`src/rtl/seq_detect_param_pkg.sv`:
```
// Shared constants and helpers for the programmable sequence detector.
// Optional match counter is enabled with SEQ_DETECT_MATCH_COUNT_EN.
package seq_detect_pkg;

  localparam int LEN_LIMIT = 32;
  localparam logic CFG_ERR_RESET = 1'b1;

  function automatic int len_w(input int max_len);
    return $clog2(max_len + 1);
  endfunction

  function automatic logic [LEN_LIMIT-1:0] len_mask(
    input int unsigned len
  );
    logic [LEN_LIMIT-1:0] one;
    one = 1;
    if (len >= LEN_LIMIT) return '1;
    return (one << len) - one;
  endfunction

endpackage

```
`src/rtl/seq_detect_param_if.sv`:
```
// Config/stream bundle for seq_detect_param.
// Counter signals exist only with SEQ_DETECT_MATCH_COUNT_EN.
interface seq_detect_param_if
  import seq_detect_pkg::*;
#(
  parameter int MAX_LEN = 8,
  parameter int LEN_W   = len_w(MAX_LEN),
  parameter int CNT_W   = 8
);
  logic               CFG_LOAD;
  logic [MAX_LEN-1:0] PATTERN;
  logic [LEN_W-1:0]   PAT_LEN;
  logic               OVERLAP;
  logic               DIN_VALID;
  logic               DIN;
  logic               DOUT;
  logic               CFG_ERR;
`ifdef SEQ_DETECT_MATCH_COUNT_EN
  logic [CNT_W-1:0]   MATCH_CNT;
  logic               CNT_CLR;
`endif

  modport master (
    output CFG_LOAD, PATTERN, PAT_LEN,
    output OVERLAP, DIN_VALID, DIN,
`ifdef SEQ_DETECT_MATCH_COUNT_EN
    output CNT_CLR,
    input  MATCH_CNT,
`endif
    input  DOUT, CFG_ERR
  );

  modport slave (
    input  CFG_LOAD, PATTERN, PAT_LEN,
    input  OVERLAP, DIN_VALID, DIN,
`ifdef SEQ_DETECT_MATCH_COUNT_EN
    input  CNT_CLR,
    output MATCH_CNT,
`endif
    output DOUT, CFG_ERR
  );

endinterface

```
`src/rtl/seq_detect_param_cnt.sv`:
```
// Saturating match counter with synchronous clear (clear beats increment).
// Instantiated only when SEQ_DETECT_MATCH_COUNT_EN is defined.
module seq_match_cnt #(
  parameter int CNT_W = 8
) (
  input  logic             clk,
  input  logic             rst_n,
  input  logic             clr,
  input  logic             inc,
  output logic [CNT_W-1:0] cnt
);

  always_ff @(posedge clk or negedge rst_n) begin
    if (!rst_n) begin
      cnt <= '0;
    end else if (clr) begin
      cnt <= '0;
    end else if (inc && cnt != '1) begin
      cnt <= cnt + CNT_W'(1);
    end
  end

endmodule

```
`src/rtl/seq_detect_param.sv`:
```
// Runtime-programmable Moore serial pattern detector, one-cycle match pulse.
// SEQ_DETECT_MATCH_COUNT_EN adds a saturating match counter.
module seq_detect_param
  import seq_detect_pkg::*;
#(
  parameter int MAX_LEN = 8,
  parameter int LEN_W   = len_w(MAX_LEN),
  parameter int CNT_W   = 8
) (
  input logic               CLK,
  input logic               RESET_N,
  seq_detect_param_if.slave bus
);

  logic [MAX_LEN-1:0]   hist;
  logic [MAX_LEN-1:0]   hist_next;
  logic [MAX_LEN-1:0]   pat_q;
  logic [MAX_LEN-1:0]   mask;
  logic [LEN_LIMIT-1:0] mask_full;
  logic [LEN_W-1:0]     fill;
  logic [LEN_W-1:0]     fill_next;
  logic [LEN_W-1:0]     len_q;
  logic                 ovl_q;
  logic                 cfg_err;
  logic                 dout;
  logic                 match;
  logic                 len_bad;

  always_comb begin
    hist_next = hist;
    fill_next = fill;
    if (bus.DIN_VALID) begin
      hist_next = {hist[MAX_LEN-2:0], bus.DIN};
      if (fill != LEN_W'(MAX_LEN)) begin
        fill_next = fill + LEN_W'(1);
      end
    end
  end

  assign mask_full = len_mask(32'(len_q));
  assign mask      = mask_full[MAX_LEN-1:0];

  assign match = bus.DIN_VALID && !cfg_err
              && (fill_next >= len_q)
              && (((hist_next ^ pat_q) & mask) == '0);

  assign len_bad = (bus.PAT_LEN == '0)
                || (bus.PAT_LEN > LEN_W'(MAX_LEN));

  // A config load discards any sample presented in the same cycle.
  always_ff @(posedge CLK or negedge RESET_N) begin
    if (!RESET_N) begin
      hist    <= '0;
      fill    <= '0;
      pat_q   <= '0;
      len_q   <= '0;
      ovl_q   <= 1'b0;
      dout    <= 1'b0;
      cfg_err <= CFG_ERR_RESET;
    end else if (bus.CFG_LOAD) begin
      pat_q   <= bus.PATTERN;
      len_q   <= bus.PAT_LEN;
      ovl_q   <= bus.OVERLAP;
      cfg_err <= len_bad;
      hist    <= '0;
      fill    <= '0;
      dout    <= 1'b0;
    end else begin
      hist <= hist_next;
      fill <= (match && !ovl_q) ? '0 : fill_next;
      dout <= match;
    end
  end

  assign bus.DOUT    = dout;
  assign bus.CFG_ERR = cfg_err;

`ifdef SEQ_DETECT_MATCH_COUNT_EN
  seq_match_cnt #(
    .CNT_W (CNT_W)
  ) u_cnt (
    .clk   (CLK),
    .rst_n (RESET_N),
    .clr   (bus.CNT_CLR),
    .inc   (match && !bus.CFG_LOAD),
    .cnt   (bus.MATCH_CNT)
  );
`endif

endmodule
```
`src/flat_wrapper.sv`:
```
// flat-port wrapper written by rule: the top's interface ports become plain ports
module seq_detect_param_flat import seq_detect_pkg::*;
#(
  parameter int MAX_LEN = 8,
  parameter int LEN_W   = len_w(MAX_LEN),
  parameter int CNT_W   = 8
)
  (CLK, RESET_N, bus_CFG_LOAD, bus_PATTERN, bus_PAT_LEN, bus_OVERLAP, bus_DIN_VALID, bus_DIN, bus_DOUT, bus_CFG_ERR);
  seq_detect_param_if #(.MAX_LEN(MAX_LEN), .LEN_W(LEN_W), .CNT_W(CNT_W)) bus_i ();
  input logic CLK;
  input logic RESET_N;
  input wire logic [$bits(bus_i.CFG_LOAD)-1:0] bus_CFG_LOAD;
  input wire logic [$bits(bus_i.PATTERN)-1:0] bus_PATTERN;
  input wire logic [$bits(bus_i.PAT_LEN)-1:0] bus_PAT_LEN;
  input wire logic [$bits(bus_i.OVERLAP)-1:0] bus_OVERLAP;
  input wire logic [$bits(bus_i.DIN_VALID)-1:0] bus_DIN_VALID;
  input wire logic [$bits(bus_i.DIN)-1:0] bus_DIN;
  output wire logic [$bits(bus_i.DOUT)-1:0] bus_DOUT;
  output wire logic [$bits(bus_i.CFG_ERR)-1:0] bus_CFG_ERR;
  assign bus_i.CFG_LOAD = bus_CFG_LOAD;
  assign bus_i.PATTERN = bus_PATTERN;
  assign bus_i.PAT_LEN = bus_PAT_LEN;
  assign bus_i.OVERLAP = bus_OVERLAP;
  assign bus_i.DIN_VALID = bus_DIN_VALID;
  assign bus_i.DIN = bus_DIN;
  assign bus_DOUT = bus_i.DOUT;
  assign bus_CFG_ERR = bus_i.CFG_ERR;
  seq_detect_param #(.MAX_LEN(MAX_LEN), .LEN_W(LEN_W), .CNT_W(CNT_W)) u_core (.CLK(CLK), .RESET_N(RESET_N), .bus(bus_i));
endmodule
```
`config.mk`:
```
export PLATFORM = sky130hd
export DESIGN_NAME = seq_detect_param_flat
export DESIGN_NICKNAME = d
export VERILOG_FILES = /design/src/rtl/seq_detect_param_pkg.sv /design/src/rtl/seq_detect_param_if.sv /design/src/rtl/seq_detect_param_cnt.sv /design/src/rtl/seq_detect_param.sv /design/src/flat_wrapper.sv
export SDC_FILE = /design/constraint.sdc
export NUM_CORES = 1
export LEC_CHECK = 0
export ABC_CLOCK_PERIOD_IN_PS = 4000
export BUFFER_PORTS_ARGS = -buffer_cell sky130_fd_sc_hd__clkbuf_2
export CAP_MARGIN = 15
export CORE_MARGIN = 8
export CORE_UTILIZATION = 60
export CTS_CLUSTER_SIZE = 28
export DETAILED_ROUTE_END_ITERATION = 10
export PLACE_DENSITY = 0.86
export SLEW_MARGIN = 10
export SYNTH_ARGS = -nofsm -noshare
export SYNTH_HDL_FRONTEND = slang
export SYNTH_SLANG_ARGS = --single-unit
```
`constraint.sdc`:
```
create_clock -name CLK -period 4 [get_ports CLK]
set_input_delay 0.4 -clock CLK [delete_from_list [all_inputs] [get_ports CLK]]
set_output_delay 0.4 -clock CLK [all_outputs]
set_load 0.02 [all_outputs]
```
==> results.json, run 1 <==
{
  "status": "completed",
  "cts_resized": 0,
  "grt_max_degree": 32,
  "clkSinkCount": 27,
  "clk_latency_ns": 0.33,
  "ys_top_cells_by_area": "dfrtp_1 44%, mux2_1 7.6%, ha_1 5.9%",
  "dieArea_um2": 4300,
  "drt_wl_total_mm": 2.88,
  "max_freq_ghz": 0.401,
  "synth_edf_count": 0,
  "critPathMaxFanout": 8,
  "required_ns": 4.25,
  "p_seq_share_pct": 56.4,
  "wire_per_inst_um": 15.7,
  "finalNetCount": 179,
  "synthFlopType": "dfrtp_1",
  "ys_seq_elements": 27,
  "vdd_drop_max_mv": 0.284,
  "yosys_warnings": 0,
  "drcViolationCount": 0,
  "ys_async_sr_fraction_pct": 100,
  "cts_root_buf": "clkbuf_4",
  "synth_cells": 137,
  "finalNonFillerCells": 183,
  "drtIter0Drc": 51,
  "drive_above_1_share_pct": 18.3,
  "fin_crit_sh_pct": 62.4,
  "maxCapViolations": 0,
  "synth_top_area_cell": "dfrtp_1",
  "ant_nets": 0,
  "switching_share_pct": 30.3,
  "cp-start-kind": "register",
  "fin_setup_tns_ns": 0,
  "power_frac_comb_pct": 20.3,
  "core_um2": 2410,
  "power.internal_w": 0.000382,
  "slew_headroom_pct": 57.3,
  "start_util_pct": 61.1,
  "synth_top_area_share_pct": 44.2,
  "avgSynthCellArea_um2": 10.7,
  "p_sw_w": 0.000167,
  "setup_viol": 0,
  "power_frac_clock_pct": 23.3,
  "cp.arrival_ns": 2.74,
  "rsz0062_at_grt": "no",
  "synth_common_cells": "26 x dfrtp_1, 11 x nor2_1, 10 x mux2_1, 9 x nand2_1",
  "dieWidth_um": 65.5,
  "cts_hold_buf": 0,
  "grt_overflow": 0,
  "grt_antenna_before_repair": 0,
  "clk_path_buf_depth": 2,
  "worst_pin_slew_ns": 0.641,
  "vias_per_cell": 5.80,
  "htreeDepth": 1,
  "hp-class": "input port to asynchronous set/reset pin",
  "skew_ns": 0.00401,
  "ios": 20,
  "vias": 1062,
  "first_pass_iters": 4,
  "synthToLayoutAreaGrowth_pct": 8.58,
  "path_class": "register to register",
  "post-cts-setup-buffers": 0,
  "gp_routability_congestion": 0.837,
  "num_rows": 18,
  "dpl.hpwl_mm": 2.22,
  "synthMostInstantiatedCell": "dfrtp_1",
  "gr-usage-all-layers_pct": 15.2,
  "grt_pass1_vias": 1181,
  "dp.cells": 179,
  "cp-end-kind": "register",
  "final-max-slew-violation-count": 0,
  "synth_nets": 162,
  "cts_tree": "built",
  "antenna_cells": 0,
  "fp.dieH_um": 65.5,
  "cellPowerDensity_nw_per_um2": 343,
  "p_leak_nw": 0.736,
  "port_buffers": 19,
  "ys_seq_area_share_pct": 46.0,
  "hold_viol": 0,
  "cts_buffers": 3,
  "synth_cell_types": 35,
  "grt_pass1_wl_mm": 5.16,
  "synthesis.area_um2": 1470,
  "clkSlewWorstSetupHoldPaths_ns": 0.15,
  "post-route-min-period_ns": 2.50
}
-- cell families after synthesis --
kind of cell | count (synthesis) | share of synthesized area, %
compound gates | 26 | 11.4
xor+xnor | 12 | 7.14
fa+ha+maj | 7 | 5.95
buf+inv | 12 | 3.82
flops | 27 | 46.0
mux | 18 | 13.3
simple gates | 35 | 12.4
-- final timing paths --
path                                      start              end  slack [ns]  cells after the start
worst min register to register  u_core.pat_q[6]  u_core.pat_q[6]        0.54                      1
worst max register to register  u_core.len_q[2]   u_core.fill[0]        1.50                      8
worst min-delay path                    RESET_N   u_core.hist[1]        0.05                      1
min in group CLK                 bus_PATTERN[6]  u_core.pat_q[6]        0.26                      2
max in group asynchronous               RESET_N   u_core.fill[3]        3.54                      1
worst max-delay path            u_core.len_q[2]   u_core.fill[0]        1.50                      8
-- per-stage QoR --
stage	utilization [%]	total power, W	area (um2)	hold slack [ns]	setup slack (ns)
after CTS	66.4	0.000549	1600	0.0711	1.52
after global routing	66.4	0.000577	1600	0.0913	1.32
after global placement	65.1	0.000417	1570	0.446	1.69
after floorplan	-	0.000391	1470	0.104	1.82
after detailed placement	65.1	0.000424	1570	0.453	1.56
final	66.4	0.000549	1600	0.0542	1.50
-- sequential cells by signal, indices dropped and copies added, names as in the netlist --
| name | cells |
|---|---|
| u_core.hist | 8 |
| u_core.pat_q | 8 |
| u_core.fill | 4 |
| u_core.len_q | 4 |
| u_core.bus.CFG_ERR | 1 |
| u_core.bus.DOUT | 1 |
| u_core.ovl_q | 1 |
-- per-layer routing --
| metal | vias to the layer above | part of all wire (%) | track usage [%] |
|---|---|---|---|
| li1 | 504 | - | - |
| met1 | 519 | 42 | 16.1 |
| met2 | 35 | 50 | 26.8 |
| met3 | 4 | 7.2 | 5.95 |
| met4 | 0 | 1.1 | 4.90 |
| met5 | - | 0 | 0 |
-- power groups by stage --
stage	sequential [W]	clock (W)	combinational (W)
global placement	0.000313	0	0.000104
finish	0.000310	0.000128	0.000111
detailed placement	0.000314	0	0.000110
floorplan	0.000308	0	0.0000832
CTS	0.000310	0.000129	0.000111
global route	0.000313	0.000141	0.000124
-- cell usage in the layout, fill, tap and decap left out, drive strengths merged, types with 3 or more instances in the layout --
master	instances
mux2i	8
a21oi	8
inv	6
nand2b	5
nor2	11
clkbuf	22
nor3	3
nand2	9
o21ai	8
ha	7
dfrtp	26
mux2	10
xor2	4
xnor2	8
-- final cells by class --
type	instances	area, um2
timing repair buffer	19	95.1
inverter	5	18.8
sequential	27	677
clock buffer	3	22.5
clock inverter	1	8.76
fill	182	811
multi-input combinational	98	739
tap	30	37.5
-- worst max-delay path, stage by stage (launching register included) --
cell,delay (ns)
dfrtp_1,0.50
nor3_1,0.31
nand2b_1,0.13
ha_1,0.28
nor3_1,0.26
a21oi_1,0.08
o31ai_1,0.39
a211oi_2,0.19
a211oi_1,0.27
Power figures use the tool's default switching activity.
==> inputs of run 2 (changes only) <==
--- a/config.mk
+++ b/config.mk
@@ -5,14 +5,15 @@
 export SDC_FILE = /design/constraint.sdc
 export NUM_CORES = 1
 export LEC_CHECK = 0
-export ABC_CLOCK_PERIOD_IN_PS = 4000
+export ABC_AREA = 1
+export ABC_CLOCK_PERIOD_IN_PS = 2400
 export BUFFER_PORTS_ARGS = -buffer_cell sky130_fd_sc_hd__clkbuf_2
 export CAP_MARGIN = 15
 export CORE_MARGIN = 8
-export CORE_UTILIZATION = 60
+export CORE_UTILIZATION = 57
 export CTS_CLUSTER_SIZE = 28
 export DETAILED_ROUTE_END_ITERATION = 10
-export PLACE_DENSITY = 0.86
+export PLACE_DENSITY = 0.82
 export SLEW_MARGIN = 10
 export SYNTH_ARGS = -nofsm -noshare
 export SYNTH_HDL_FRONTEND = slang
==> constraint.sdc (replaced) <==
create_clock -name CLK -period 2.4 [get_ports CLK]
set_input_delay 0.24 -clock CLK [delete_from_list [all_inputs] [get_ports CLK]]
set_output_delay 0.24 -clock CLK [all_outputs]
set_load 0.02 [all_outputs]
==> results.json, run 2 <==
{
  "cp-end-kind": "register",
  "slew_headroom_pct": 54.5,
  "clk_path_buf_depth": 2,
  "synth_top_area_cell": "dfrtp_1",
  "port_buffers": 19,
  "ys_seq_area_share_pct": 41.9,
  "ys_async_sr_fraction_pct": 100,
  "synthMostInstantiatedCell": "nand2_1",
  "cp-start-kind": "register",
  "grt_use_met1_pct": 17.2,
  "drcViolationCount": 0,
  "grt.met2_usage_pct": 24.0,
  "avgSynthCellArea_um2": 7.30,
  "grt_overflow": 0,
  "cts_tree": "built",
  "fp.dieH_um": 69.2,
  "grtUsageMet3_pct": 2.86,
  "dpl.hpwl_mm": 2.54,
  "setup_viol": 0,
  "total_power_w": 0.000911,
  "slowest_delay_ns": 0.43,
  "synth_cell_types": 23,
  "synthesis.area_um2": 1610,
  "vias_per_cell": 5.25,
  "path_class": "register to register",
  "status": "completed",
  "ios": 20,
  "grt_pass1_vias": 1371,
  "start_util_pct": 59.0,
  "synth_edf_count": 0,
  "first_pass_iters": 4,
  "grt.busiest_layer": "met2",
  "cp.arrival_ns": 2.34,
  "crit_chain": "inv_1, ha_1, nand3_1, nand2_1, xor2_1, inv_1, ha_1, inv_1, a21oi_1, o21ai_0, nor2_1, nor2_1, nand3_2, nor2_4, nor2_1",
  "reg2reg_to": "u_core.fill[0]",
  "drt_wl_total_mm": 3.27,
  "gr-usage-all-layers_pct": 14.3,
  "core_um2": 2730,
  "synth_top_area_share_pct": 40.3,
  "skew_ns": 0.0130,
  "fin_crit_sh_pct": 87.7,
  "yosys_warnings": 0,
  "clkSlewWorstSetupHoldPaths_ns": 0.14,
  "endpoint": "u_core.fill[0]",
  "reg2reg_slack_ns": 0.30,
  "clkSinkCount": 27,
  "antenna_cells": 0,
  "hold_viol": 0,
  "vdd_drop_max_mv": 0.437,
  "post-route-min-period_ns": 2.10,
  "cp.depth": 15,
  "final-max-slew-violation-count": 0,
  "ys_seq_elements": 27,
  "worstReg2RegStart": "u_core.fill[0]",
  "post-cts-setup-buffers": 0,
  "p_leak_nw": 0.945,
  "gp_routability_congestion": 0.839,
  "fin_setup_tns_ns": 0,
  "reg_top3": "u_core.hist (8), u_core.pat_q (8)",
  "slowest_stage": "dfrtp_1",
  "cts_buffers": 3,
  "required_ns": 2.64,
  "synth_nets": 246,
  "synth_cells": 221,
  "num_rows": 19,
  "finalNetCount": 266,
  "grt_pass1_wl_mm": 5.86,
  "path_buf_inv": 3,
  "final_common_cell": "nand2_1",
  "worst_pin_slew_ns": 0.683,
  "dieWidth_um": 69.2,
  "vias": 1424,
  "hp-class": "input port to register",
  "clk_latency_ns": 0.34,
  "reg2regPathDepth": 15,
  "dieArea_um2": 4790,
  "cellPowerDensity_nw_per_um2": 519,
  "rsz0062_at_grt": "no",
  "synthToLayoutAreaGrowth_pct": 8.68,
  "grt_max_degree": 28,
  "critPathTopFamily": "simple AND/OR/NAND/NOR gates",
  "synth_common_cells": "66 x nand2_1, 28 x inv_1, 26 x dfrtp_1, 22 x nand3_1, 21 x nor2_1",
  "critPathMaxFanout": 4,
  "drtIter0Drc": 82,
  "drive_above_1_share_pct": 15.4,
  "final_cell_mix": "66 x nand2_1, 28 x inv_1, 26 x dfrtp_1",
  "wire_per_inst_um": 12.1,
  "maxCapViolations": 0,
  "max_freq_ghz": 0.475,
  "cp-startpoint": "u_core.fill[0]",
  "ant_nets": 0,
  "synthFlopType": "dfrtp_1",
  "htreeDepth": 1,
  "ys_top_cells_by_area": "dfrtp_1 40%, nand2_1 15%, nand3_1 6.8%",
  "cts_root_buf": "clkbuf_4",
  "grt_antenna_before_repair": 0
}
[run 2: cell count changes in the layout (fill, tap and decap cells not counted), moves of 10 or more]
cell     previous run  this run
nand2_1             9        66
inv_1               5        28
nand3_1             2        22
o21ai_0             5        17
mux2_1             10         0
nor2_1             11        21
[run 2: how the worst min path moves through the flow]
stage | start | end | slack [ns] | depth (start not counted)
after floorplan | RESET_N | u_core.bus.DOUT | -0.06 | 0
after global placement | RESET_N | u_core.hist[3] | 0.30 | 1
after detailed placement | RESET_N | u_core.pat_q[3] | 0.31 | 1
after CTS | bus_PAT_LEN[3] | u_core.bus.CFG_ERR | 0.07 | 2
after global routing | bus_PAT_LEN[3] | u_core.bus.CFG_ERR | 0.04 | 2
final | bus_PAT_LEN[3] | u_core.bus.CFG_ERR | 0.07 | 2
[run 2: cells by family after synthesis]
kind of cell    count (synthesis)  synth area share [%]
simple gates                  122                  33.0
buf+inv                        36                  9.92
flops                          27                  41.9
compound gates                 26                  8.06
fa+ha+maj                       7                  5.43
xor+xnor                        3                  1.63
[run 2: metal layers]
layer | part of all wire, % | vias to the layer above
met3 | 3.9 | 5
li1 | - | 732
met1 | 47 | 653
met4 | 1.5 | 0
met5 | 0 | -
met2 | 48 | 34
[run 2: through the flow]
step                area [um2]  setup slack, ns  hold WS, ns  instances  utilization (%)
floorplan                 1610            0.514      -0.0556        221                -
global placement          1710            0.413        0.300        266             62.7
detailed placement        1710            0.315        0.311        266             62.7
CTS                       1750            0.289       0.0652        271             64.2
global route              1750           0.0831       0.0443        271             64.2
finish                    1750            0.296       0.0722        271             64.2
[run 2: worst reg2reg max path: cells and delay by family, from the launching register on]
kind	cells	cell delay, ns
compound gates	2	0.21
xor+xnor	1	0.21
fa+ha+maj	2	0.32
buf+inv	3	0.20
flops	1	0.43
simple gates	7	0.65
[run 2: area by class of cell]
cell class | count | area (um2)
fillers | 262 | 980
multi-input cells | 158 | 777
flip-flops and latches | 27 | 677
repair buffers | 22 | 120
inverters | 29 | 111
well taps | 31 | 38.8
clock buffers | 3 | 22.5
clock inverters | 1 | 7.51
[run 2: what timing repair did]
action                                 4_1_cts  5_1_grt
endpoints found under the hold margin       26        0
resized for setup                            0        0
hold buffers                                 1        0
[run 2: power by group]
part           internal [W]  switching (W)  total, W
logic             0.0000733       0.000125  0.000199
clock network     0.0000640       0.000143  0.000207
registers          0.000484      0.0000213  0.000505
total              0.000621       0.000290  0.000911
==> inputs of run 3 (changes only) <==
--- a/config.mk
+++ b/config.mk
@@ -13,6 +13,7 @@
 export CORE_UTILIZATION = 57
 export CTS_CLUSTER_SIZE = 28
 export DETAILED_ROUTE_END_ITERATION = 10
+export MAX_ROUTING_LAYER = met4
 export PLACE_DENSITY = 0.82
 export SLEW_MARGIN = 10
 export SYNTH_ARGS = -nofsm -noshare
==> results.json, run 3 (synthesis results as in run 2) <==
{
  "status": "completed",
  "gr-usage-all-layers_pct": 14.7,
  "synthToLayoutAreaGrowth_pct": 8.68,
  "clkSlewWorstSetupHoldPaths_ns": 0.14,
  "hold_viol": 0,
  "clkSinkCount": 27,
  "slew_headroom_pct": 55.0,
  "drtIter0Drc": 89,
  "clk_latency_ns": 0.34,
  "wire_per_inst_um": 12.1,
  "setup_viol": 0,
  "reg_top3": "u_core.hist (8), u_core.pat_q (8)",
  "vias": 1439,
  "fin_crit_sh_pct": 87.9,
  "final-max-slew-violation-count": 0,
  "rsz0062_at_grt": "no",
  "grt_overflow": 0,
  "max_freq_ghz": 0.474,
  "power_frac_comb_pct": 21.8,
  "drcViolationCount": 0,
  "reg2regPathDepth": 15,
  "nFillCells": 262,
  "skew_ns": 0.0113,
  "grt_max_degree": 28,
  "clk_path_buf_depth": 2,
  "cp-end-kind": "register",
  "post-route-min-period_ns": 2.11,
  "required_ns": 2.64,
  "wl_met2_mm": 1.55,
  "critPathMaxFanout": 4,
  "cts_tree": "built",
  "grt_pass1_wl_mm": 5.85,
  "drt_wl_total_mm": 3.28,
  "ant_nets": 0,
  "holdPathStages": 2,
  "cts_buffers": 3,
  "num_rows": 19,
  "seqCellArea_um2": 677,
  "power_frac_clock_pct": 22.7,
  "cp-start-kind": "register",
  "dp.cells": 266,
  "vdd_drop_max_mv": 0.439,
  "post-cts-setup-buffers": 0,
  "worst_pin_slew_ns": 0.675,
  "dpl.hpwl_mm": 2.54,
  "vias_per_cell": 5.31,
  "dieArea_um2": 4790,
  "cellPowerDensity_nw_per_um2": 519,
  "ios": 20,
  "grt_pass1_vias": 1371,
  "switching_share_pct": 31.8,
  "p_seq_share_pct": 55.5,
  "multi_input_area_um2": 777,
  "cp.arrival_ns": 2.35,
  "final_common_cell": "nand2_1",
  "grt_antenna_before_repair": 0,
  "p_leak_nw": 0.945,
  "dieWidth_um": 69.2,
  "fp.dieH_um": 69.2,
  "first_pass_iters": 4,
  "cts_root_buf": "clkbuf_4",
  "finalNonFillerCells": 271,
  "fin_setup_tns_ns": 0,
  "p_sw_w": 0.000290,
  "start_util_pct": 59.0,
  "wl_met1_mm": 1.56,
  "topRoutingLayerUsed": "met4",
  "hp-class": "input port to register",
  "core_um2": 2730,
  "met3_length_um": 102,
  "path_class": "register to register",
  "power.internal_w": 0.000621,
  "final_cell_mix": "66 x nand2_1, 28 x inv_1, 26 x dfrtp_1",
  "port_buffers": 19,
  "finalNetCount": 266,
  "antenna_cells": 0,
  "gp_routability_congestion": 0.852,
  "htreeDepth": 1,
  "maxCapViolations": 0,
  "drive_above_1_share_pct": 15.4
}
==> run 3: cell counts in the layout (fill, tap and decap cells not counted) <==
Identical to the previous run, type by type.
==> run 3: cell type report <==
class / instances / area share (%)
Multi-Input combinational cell: 158 / 44.3
Timing Repair Buffer: 22 / 6.85
Clock inverter: 1 / 0.428
Tap cell: 31 / 2.21
Inverter: 29 / 6.35
Clock buffer: 3 / 1.28
Sequential cell: 27 / 38.6
==> run 3: stage by stage <==
stage / area [um2] / total power, W / utilization [%] / setup WS, ns / hold slack (ns)
after floorplan: 1610 / 0.000654 / - / 0.514 / -0.0556
after global placement: 1710 / 0.000703 / 62.7 / 0.413 / 0.300
after detailed placement: 1710 / 0.000710 / 62.7 / 0.315 / 0.311
after CTS: 1750 / 0.000917 / 64.2 / 0.289 / 0.0652
after global routing: 1750 / 0.000975 / 64.2 / 0.0831 / 0.0443
final: 1750 / 0.000911 / 64.2 / 0.290 / 0.0714
==> run 3: per-layer routing <==
metal / up-vias / GRT usage, %
li1: 732 / -
met1: 657 / 17.4
met2: 39 / 24.0
met3: 11 / 2.43
met4: 0 / 6.38
met5: - / -
==> run 3: worst max-delay path: stages, from the launching register on <==
cell	delay, ns
dfrtp_1	0.43
inv_1	0.09
ha_1	0.14
nand3_1	0.08
nand2_1	0.09
xor2_1	0.21
inv_1	0.06
ha_1	0.18
inv_1	0.05
a21oi_1	0.05
o21ai_0	0.16
nor2_1	0.06
nor2_1	0.13
nand3_2	0.11
nor2_4	0.13
nor2_1	0.05
==> run 3: repair_timing <==
action	CTS	global route
hold endpoints to repair	26	0
gates resized for setup	0	0
hold buffers	1	0
==> run 3: power groups by stage <==
stage	registers [W]	clock network (W)	logic, W
6_report	0.000505	0.000207	0.000198
5_1_grt	0.000509	0.000234	0.000232
4_1_cts	0.000505	0.000213	0.000200
3_5_place_dp	0.000514	0	0.000197
3_3_place_gp	0.000513	0	0.000190
2_1_floorplan	0.000511	0	0.000143
==> run 3: final timing paths <==
kind / from / to / slack (ns)
worst max-delay path: u_core.fill[0] / u_core.fill[0] / 0.29
worst min-delay path: bus_PAT_LEN[3] / u_core.bus.CFG_ERR / 0.07
worst max register to register: u_core.fill[0] / u_core.fill[0] / 0.29
worst min register to register: u_core.pat_q[4] / u_core.pat_q[4] / 0.56
max in group asynchronous: RESET_N / u_core.fill[2] / 1.51
min in group asynchronous: RESET_N / u_core.pat_q[3] / 0.44
